==> config.mk <==
export PLATFORM = sky130hd
export DESIGN_NAME = bus_read_arbiter
export DESIGN_NICKNAME = d
export VERILOG_FILES = /design/src/rtl/bus_read_arbiter_pkg.sv /design/src/rtl/bus_read_arbiter_id_fifo.sv /design/src/rtl/bus_read_arbiter.sv
export SDC_FILE = /design/constraint.sdc
export NUM_CORES = 1
export LEC_CHECK = 0
export CORE_AREA = 2 2 80 82
export DETAILED_ROUTE_END_ITERATION = 10
export DIE_AREA = 0 0 82 84
export GPL_TIMING_DRIVEN = 0
export PLACE_DENSITY = 0.9
export SYNTH_ARGS = -nofsm -noshare
export SYNTH_HDL_FRONTEND = slang
export SYNTH_SLANG_ARGS = --single-unit
==> constraint.sdc <==
create_clock -name clk -period 5.76 [get_ports clk]
set_input_delay 0.864 -clock clk [delete_from_list [all_inputs] [get_ports clk]]
set_output_delay 0.864 -clock clk [all_outputs]
set_load 0.03 [all_outputs]
==> src/rtl/bus_read_arbiter_pkg.sv <==
// Shared IDs and widths for the instruction/data read arbiter.
package bus_read_arbiter_pkg;
  localparam int BUS_WIDTH       = 32;
  localparam int RD_ARB_ID_WIDTH = 1;

  typedef enum logic [RD_ARB_ID_WIDTH-1:0] {
    RD_ARB_ID_INST = 1'b0,
    RD_ARB_ID_DATA = 1'b1
  } rd_arb_id_t;

  function automatic rd_arb_id_t other_id(input rd_arb_id_t id);
    return (id == RD_ARB_ID_INST) ? RD_ARB_ID_DATA : RD_ARB_ID_INST;
  endfunction
endpackage

==> src/rtl/bus_read_arbiter_id_fifo.sv <==
// In-order ID FIFO for reads in flight; head is combinational, push/pop take effect next cycle.
// Caller must not push when full nor pop when empty.
module rd_arb_id_fifo #(
  parameter  int DEPTH = 2,
  parameter  int WIDTH = 1,
  localparam int PW    = (DEPTH > 1) ? $clog2(DEPTH) : 1,
  localparam int CW    = $clog2(DEPTH) + 1
) (
  input  logic             clk,
  input  logic             rst,
  input  logic             push,
  input  logic [WIDTH-1:0] din,
  input  logic             pop,
  output logic [WIDTH-1:0] dout,
  output logic             full,
  output logic             empty,
  output logic [CW-1:0]    count
);
  localparam logic [PW-1:0] LAST = PW'(DEPTH - 1);

  logic [WIDTH-1:0] mem [DEPTH];
  logic [PW-1:0]    wr_ptr;
  logic [PW-1:0]    rd_ptr;

  assign dout  = mem[rd_ptr];
  assign full  = (count == CW'(DEPTH));
  assign empty = (count == '0);

  always_ff @(posedge clk) begin
    if (!rst) begin
      wr_ptr <= '0;
      rd_ptr <= '0;
      count  <= '0;
    end else begin
      if (push) begin
        mem[wr_ptr] <= din;
        wr_ptr      <= (wr_ptr == LAST) ? '0 : wr_ptr + PW'(1);
      end
      if (pop)
        rd_ptr <= (rd_ptr == LAST) ? '0 : rd_ptr + PW'(1);
      if (push && !pop)
        count <= count + CW'(1);
      else if (pop && !push)
        count <= count - CW'(1);
    end
  end
endmodule

==> src/rtl/bus_read_arbiter.sv <==
// Arbitrates ir/dr reads onto one memory channel; 0-cycle comb address and data paths, returns routed in order.
// Backpressure: grant locks until mem_addr_ready; no grant when full; data stalls on the head requester's ready. Round-robin with BUS_READ_ARB_ROUND_ROBIN_EN.
module bus_read_arbiter
  import bus_read_arbiter_pkg::*;
#(
  parameter int MAX_OUTSTANDING = 2
) (
  input  logic                               clk,
  input  logic                               rst,
  input  logic                               ir_addr_valid,
  output logic                               ir_addr_ready,
  input  logic [BUS_WIDTH-1:0]               ir_addr,
  output logic                               ir_data_valid,
  input  logic                               ir_data_ready,
  output logic [BUS_WIDTH-1:0]               ir_data,
  input  logic                               dr_addr_valid,
  output logic                               dr_addr_ready,
  input  logic [BUS_WIDTH-1:0]               dr_addr,
  output logic                               dr_data_valid,
  input  logic                               dr_data_ready,
  output logic [BUS_WIDTH-1:0]               dr_data,
  output logic                               mem_addr_valid,
  input  logic                               mem_addr_ready,
  output logic [BUS_WIDTH-1:0]               mem_addr,
  input  logic                               mem_data_valid,
  output logic                               mem_data_ready,
  input  logic [BUS_WIDTH-1:0]               mem_data,
  output logic [$clog2(MAX_OUTSTANDING):0]   outstanding
);
  logic                       grant_vld;
  rd_arb_id_t                 grant_id;
  logic                       lock;
  rd_arb_id_t                 locked_id;
  logic                       push;
  logic                       pop;
  logic                       full;
  logic                       empty;
  logic [RD_ARB_ID_WIDTH-1:0] head_raw;
  rd_arb_id_t                 head;

`ifdef BUS_READ_ARB_ROUND_ROBIN_EN
  rd_arb_id_t rr_ptr;

  always_ff @(posedge clk) begin
    if (!rst)
      rr_ptr <= RD_ARB_ID_INST;
    else if (push)
      rr_ptr <= other_id(grant_id);
  end
`endif

  always_comb begin
    grant_vld = 1'b0;
    grant_id  = RD_ARB_ID_INST;
    if (rst && !full) begin
      if (lock) begin
        // Hold the stalled grant so the presented request is never dropped.
        grant_id  = locked_id;
        grant_vld = (locked_id == RD_ARB_ID_DATA) ? dr_addr_valid : ir_addr_valid;
      end else begin
`ifdef BUS_READ_ARB_ROUND_ROBIN_EN
        if (ir_addr_valid && dr_addr_valid) begin
          grant_vld = 1'b1;
          grant_id  = rr_ptr;
        end else if (dr_addr_valid) begin
          grant_vld = 1'b1;
          grant_id  = RD_ARB_ID_DATA;
        end else if (ir_addr_valid) begin
          grant_vld = 1'b1;
          grant_id  = RD_ARB_ID_INST;
        end
`else
        if (dr_addr_valid) begin
          grant_vld = 1'b1;
          grant_id  = RD_ARB_ID_DATA;
        end else if (ir_addr_valid) begin
          grant_vld = 1'b1;
          grant_id  = RD_ARB_ID_INST;
        end
`endif
      end
    end
  end

  always_ff @(posedge clk) begin
    if (!rst) begin
      lock      <= 1'b0;
      locked_id <= RD_ARB_ID_INST;
    end else if (push) begin
      lock      <= 1'b0;
    end else if (grant_vld) begin
      lock      <= 1'b1;
      locked_id <= grant_id;
    end
  end

  assign mem_addr_valid = grant_vld;
  assign mem_addr       = (grant_id == RD_ARB_ID_DATA) ? dr_addr : ir_addr;
  assign ir_addr_ready  = grant_vld && (grant_id == RD_ARB_ID_INST) && mem_addr_ready;
  assign dr_addr_ready  = grant_vld && (grant_id == RD_ARB_ID_DATA) && mem_addr_ready;
  assign push           = grant_vld && mem_addr_ready;

  assign head           = rd_arb_id_t'(head_raw);
  assign ir_data        = mem_data;
  assign dr_data        = mem_data;
  assign ir_data_valid  = rst && !empty && (head == RD_ARB_ID_INST) && mem_data_valid;
  assign dr_data_valid  = rst && !empty && (head == RD_ARB_ID_DATA) && mem_data_valid;
  assign mem_data_ready = rst && !empty &&
                          ((head == RD_ARB_ID_INST) ? ir_data_ready : dr_data_ready);
  assign pop            = mem_data_valid && mem_data_ready;

  rd_arb_id_fifo #(
    .DEPTH (MAX_OUTSTANDING),
    .WIDTH (RD_ARB_ID_WIDTH)
  ) u_id_fifo (
    .clk   (clk),
    .rst   (rst),
    .push  (push),
    .din   (grant_id),
    .pop   (pop),
    .dout  (head_raw),
    .full  (full),
    .empty (empty),
    .count (outstanding)
  );
endmodule

==> impl_metrics.yaml, run 1 <==
cts:
  post_cts_buffers: 0
  worstSkewPairLatency_ns: 0.23
  root_buffer: "clkbuf_8"
  hold_buffers: 0
  cts.sinks: 9
  cts_tree: "yes"
  htreeDepth: 1
  cts_buffers: 3
  ctsResizeCount: 0
  clk_pin_slew_worst_paths_ns: 0.04
  clockBufferDepth: 2
final_layout:
  fill_cells: 522
  area_growth_pct: 126.0
  nNetsFinal: 442
  instances_no_fill: 413
  drive_gt1_share_pct: 31.55
  n_antenna_cell: 0
  design_area_um2: 3396
  post-route-util_pct: 55.71
routing:
  first_pass_iters: 4
  num_vias: 1683
  post-route-drc-count: 0
  drt-vias-per-instance: 4.075
  wl_per_cell_um: 13.32
  drtIter0Drc: 17
  routed_wirelength_um: 5500
  drtAntennaViolNets: 0
power_and_ir_drop:
  p_int_mw: 0.3185
  peakVddDrop_uv: 130.4
  swShare_pct: 38.03
  totalPowerFinal_mw: 0.5140
  power_frac_comb_pct: 71.0
  pwr-share-clk_pct: 14.1
  p_per_area_nw_per_um2: 151.4
  switchingPower_mw: 0.1955
  power_frac_seq_pct: 14.8
  p_leak_nw: 1.534
place:
  numPortBuffers: 175
  place_area_um2: 3351
  globalplace.congestion: 0.7511
  post-dp-hpwl_um: 4937
  dp_slack_ns: 1.904
  dpl.cell_count: 409
global_route:
  use_met3_pct: 4.329
  grt.total_usage_pct: 14.64
  grt_overflow: 0
  antenna_found_initial: 0
  top_usage_layer: "met2"
  grt_pass1_wl_um: 7907
  met2_usage_pct: 28.75
  grt_util_met1_pct: 13.75
  grt_pass1_vias: 1696
  grt_start_max_net_pins: 11
timing:
  finalSetupTns_ns: 0
  finalSetupViolations: 0
  max_freq_ghz: 0.2592
  hold_slack_ns: 0.4761
  worst_slew_pin_slew_ns: 0.3651
  rsz0062_at_grt: "false"
  fin_crit_sh_pct: 66.97
  fin_ws_ns: 1.903
  min_period_ns: 3.857
  hold_viol: 0
  max-slew-margin-rel_pct: 75.59
  finClkSkew_ns: 0.0007276
  drv_slew: 0
setup_path:
  start_kind: "input port"
  crit_path_end_kind: "primary output"
  criticalPathCategory: "in2out"
  arrival_ns: 2.99
  crit_required_ns: 4.90
  cp_max_fo: 10
synthesis:
  synth.net_count: 262
  netlist_area_um2: 1503
  avgSynthCellArea_um2: 9.571
  yosysUniqueCellTypes: 28
  synth-seq-cells: 9
  ys.warnings.count: 0
  syn-instance-count: 157
  ys_seq_area_share_pct: 13.32
floorplan:
  die_y_um: 84
  core_um2: 6096
  start_util_pct: 24.65
  ioPinCount: 208
  die_w_um: 82
  dieArea_um2: 6888
  rows: 29
min_path:
  min_path_type: "reg2reg"
outcome:
  status: "finished clean"
job:
  maxCapViolations: 0
==> path summary, 6_finish.rpt <==
kind	from	endpoint	slack (ns)	cells after the start
setup reg to reg	flop	u_id_fifo.count[1]$_SDFFE_PN0P_	3.71	6
hold / removal	u_id_fifo.wr_ptr$_SDFFE_PN0P_	u_id_fifo.wr_ptr$_SDFFE_PN0P_	0.48	1
hold reg to reg	u_id_fifo.wr_ptr$_SDFFE_PN0P_	u_id_fifo.wr_ptr$_SDFFE_PN0P_	0.48	1
setup / recovery	rst	mem_addr[17]	1.90	7
==> kinds of logic after synthesis <==
kind of cell	Yosys count	synth area share (%)
buf+inv	74	38.22
xor+xnor	2	1.166
flops	9	13.32
mux	35	33.22
simple gates	20	6.163
fa+ha+maj	1	0.8325
compound gates	16	7.078
==> routing by layer <==
metal  routed length [um]  up-vias
li1                     -      823
met1                 1717      747
met2                 3032      101
met3                  635       12
met4                  114        0
met5                    0        -
==> critical path, cell delays in order <==
cell and delay [ns]:
clkdlybuf4s50_1 0.65, nand2_1 0.09, a21o_1 0.17, buf_6 0.14
buf_12 0.15, mux2_4 0.30, clkdlybuf4s50_1 0.62
==> cell usage in the layout (no fill, tap or decap), types with 2 or more instances in the layout <==
cell,netlist,routed
a21oi_1,3,3
buf_12,3,3
buf_4,64,64
clkbuf_8,0,3
clkdlybuf4s50_1,0,175
dfxtp_1,7,7
edfxtp_1,2,2
inv_1,6,6
mux2_2,3,3
mux2_4,29,29
mux2i_1,3,3
nand2_1,7,7
nor2_1,7,7
o211ai_1,2,2
o21ai_0,4,4
or3_1,2,2
xor2_1,2,2
==> Yosys cell counts <==
master	number	area [um^2]
xor2_1	2	17.52
a31o_2	1	8.760
ha_1	1	12.51
dfxtp_1	7	140.1
a31oi_1	1	6.260
o41ai_1	1	8.760
o311ai_0	1	8.760
nand2b_2	1	8.760
nor2_1	7	26.28
mux2i_1	3	30.03
o21ai_0	4	20.02
buf_6	1	11.26
or2_2	1	6.260
a21o_1	1	7.510
edfxtp_1	2	60.06
and2_1	1	6.260
buf_4	64	480.5
a211oi_1	1	7.510
buf_12	3	60.06
mux2_4	29	435.4
mux2_2	3	33.78
nand2_1	7	26.28
nand2b_1	1	6.260
o211ai_1	2	15.01
inv_1	6	22.52
o2111ai_1	1	8.760
a21oi_1	3	15.01
or3_1	2	12.51
==> final cells by class <==
| class | instances | area, um^2 | share of cell area (%) |
|---|---|---|---|
| Buffer | 68 | 551.8 | 16.25 |
| Clock buffer | 4 | 45.04 | 1.326 |
| Inverter | 6 | 22.52 | 0.6632 |
| Multi-Input combinational cell | 74 | 728.2 | 21.44 |
| Sequential cell | 9 | 200.2 | 5.895 |
| Tap cell | 77 | 96.34 | 2.837 |
| Timing Repair Buffer | 175 | 1752 | 51.58 |
==> power by group through the flow <==
stage	registers (mW)	logic, mW	clock network (mW)
2_1_floorplan	0.0796	0.212	0
3_3_place_gp	0.0769	0.361	0
3_5_place_dp	0.0773	0.367	0
4_1_cts	0.0763	0.368	0.0755
5_1_grt	0.0772	0.383	0.0801
6_report	0.0762	0.365	0.0726
No activity file was read; power rests on OpenSTA's default activity.
==> run 2, diff against run 1 <==
- CORE_AREA: 2 2 80 82 -> unset
- CORE_UTILIZATION: unset -> 22
- DIE_AREA: 0 0 82 84 -> unset
- PLACE_DENSITY: 0.9 -> 0.84
- clock period: 5.76 -> 3.2 ns (I/O delays scaled with it)
==> run 2 against run 1 <==
  * The flow now finishes with violations (DRC)
  * First-iteration DRC count grew to 2.6 times the previous value
  * Routed wire length down 9.1%
  * Sequential share of layout area is the same
  * Register-to-register slack worse by 2.6 ns
  * Largest cell class unchanged
  * Cell count unchanged
  * Worst hold slack worse by 0.00078 ns
  * Setup slack got worse by 1.8 ns
==> impl_metrics.yaml, run 2 (synthesis results as in run 1) <==
final_layout:
  mostFrequentLayoutCell: "clkdlybuf4s50_1"
  drive_gt1_share_pct: 31.55
  nNetsFinal: 442
  area_growth_pct: 126.0
  layout_common_cells: "clkdlybuf4s50_1 (175), buf_4 (64), mux2_4 (29)"
  n_antenna_cell: 0
cts:
  root_buffer: "clkbuf_8"
  cts.sinks: 9
  clk_pin_slew_worst_paths_ns: 0.04
  hold_buffers: 0
  cts_buffers: 3
  ctsResizeCount: 0
  post_cts_buffers: 0
  clockBufferDepth: 2
  worstSkewPairLatency_ns: 0.23
  cts_tree: "yes"
  htreeDepth: 1
global_route:
  grt_start_max_net_pins: 11
  grt.total_usage_pct: 12.45
  grt_pass1_vias: 1554
  antenna_found_initial: 0
  grt_overflow: 0
  grt_pass1_wl_um: 7258
floorplan:
  die_y_um: 84.65
  die_w_um: 84.65
  dieArea_um2: 7165
  core_um2: 6459
  ioPinCount: 208
  rows: 29
  start_util_pct: 23.27
routing:
  drtAntennaViolNets: 0
  drt-vias-per-instance: 4.031
  wl_per_cell_um: 12.11
  routed_wirelength_um: 5001
  post-route-drc-count: 14
  drtIter0Drc: 44
  num_vias: 1665
  first_pass_iters: 9
timing:
  fin_crit_sh_pct: 95.62
  min_period_ns: 3.060
  finalSetupTns_ns: 0
  hold_viol: 0
  finClkSkew_ns: 0.0008671
  worst_slew_pin_slew_ns: 0.3251
  hold_slack_ns: 0.4753
  max-slew-margin-rel_pct: 77.71
  finalSetupViolations: 0
  drv_slew: 0
  max_freq_ghz: 0.3268
  rsz0062_at_grt: "false"
setup_path:
  slowest_delay_ns: 0.64
  regToRegEndpoint: "u_id_fifo.count[1]$_SDFFE_PN0P_"
  cp_max_fo: 10
  path_cells: "clkdlybuf4s50_1 -> nand2_1 -> a21o_1 -> buf_6 -> buf_12 -> mux2_4 -> clkdlybuf4s50_1"
  reg2reg_slack_ns: 1.16
  start_kind: "input port"
  path_buf_inv: 4
  arrival_ns: 2.58
  crit_path_end_kind: "primary output"
  crit_required_ns: 2.72
  cp_common_cell: "clkdlybuf4s50_1"
  cpMaxStageDelayCell: "clkdlybuf4s50_1"
  cp_top_family: "buffers and inverters"
  reg2reg_depth: 6
  criticalPathCategory: "in2out"
min_path:
  worstHoldStart: "u_id_fifo.wr_ptr$_SDFFE_PN0P_"
  hold_depth: 1
  hold_end: "u_id_fifo.wr_ptr$_SDFFE_PN0P_"
  min_path_type: "reg2reg"
place:
  post-dp-hpwl_um: 4470
  globalplace.congestion: 0.7703
  numPortBuffers: 175
job:
  maxCapViolations: 0
outcome:
  status: "complete, but fails checks"
  violations: "DRC"
power_and_ir_drop:
  totalPowerFinal_mw: 0.9228
  power_frac_seq_pct: 14.9
  pwr-share-clk_pct: 14.2
  switchingPower_mw: 0.3496
  peakVddDrop_uv: 269.8
  swShare_pct: 37.88
  p_per_area_nw_per_um2: 271.8
  power_frac_comb_pct: 70.9
  p_leak_nw: 1.534
  p_int_mw: 0.5732
## run 2: worst max-delay path by stage
stage                                          startpoint           end  slack (ns)  depth (start not counted)
after global routing                                  rst  mem_addr[14]        0.06                          7
after CTS                                             rst   mem_addr[6]        0.13                          7
after detailed placement                              rst   mem_addr[6]        0.13                          7
after global placement                                rst   mem_addr[6]        0.15                          7
after floorplan           u_id_fifo.count[0]$_SDFFE_PN0P_   mem_addr[0]        1.12                          6
final                                                 rst   mem_addr[6]        0.14                          7
## run 2: worst reg2reg max path: stages (launching register included)
cell	delay (ns)
dfxtp_1	0.32
mux2i_1	0.33
mux2i_1	0.19
or2_2	0.33
ha_1	0.31
or3_1	0.35
a21oi_1	0.14
## run 2: routing by layer
layer  global-route usage, %  vias up  routed length, um  part of all wire [%]
met4                   1.849        0                 38                  0.76
met3                   3.048        4                552                    11
met2                   25.35      109               2785                    56
met5                       0        -                  0                     0
li1                        -      823                  -                     -
met1                   12.91      729               1624                    32
## run 2: stage by stage
stage / setup WS, ns / instance area [um^2] / util (%) / instances
finish: 0.1400 / 3396 / 52.58 / 413
global route: 0.06377 / 3396 / 52.58 / 413
CTS: 0.1311 / 3396 / 52.58 / 413
detailed placement: 0.1293 / 3351 / 51.88 / 409
global placement: 0.1544 / 3351 / 51.88 / 409
floorplan: 1.120 / 1503 / - / 157
## run 2: area by class of cell
type | instances | area [um^2]
Fill cell | 593 | 3063
Timing Repair Buffer | 175 | 1752
Multi-Input combinational cell | 74 | 728.2
Buffer | 68 | 551.8
Sequential cell | 9 | 200.2
Tap cell | 77 | 96.34
Clock buffer | 4 | 45.04
Inverter | 6 | 22.52
## run 2: power groups by stage
stage | clock network (mW) | logic (mW) | registers [mW]
2_1_floorplan | 0 | 0.381 | 0.143
4_1_cts | 0.135 | 0.659 | 0.137
3_5_place_dp | 0 | 0.658 | 0.139
6_report | 0.131 | 0.655 | 0.137
5_1_grt | 0.141 | 0.684 | 0.139
3_3_place_gp | 0 | 0.649 | 0.138
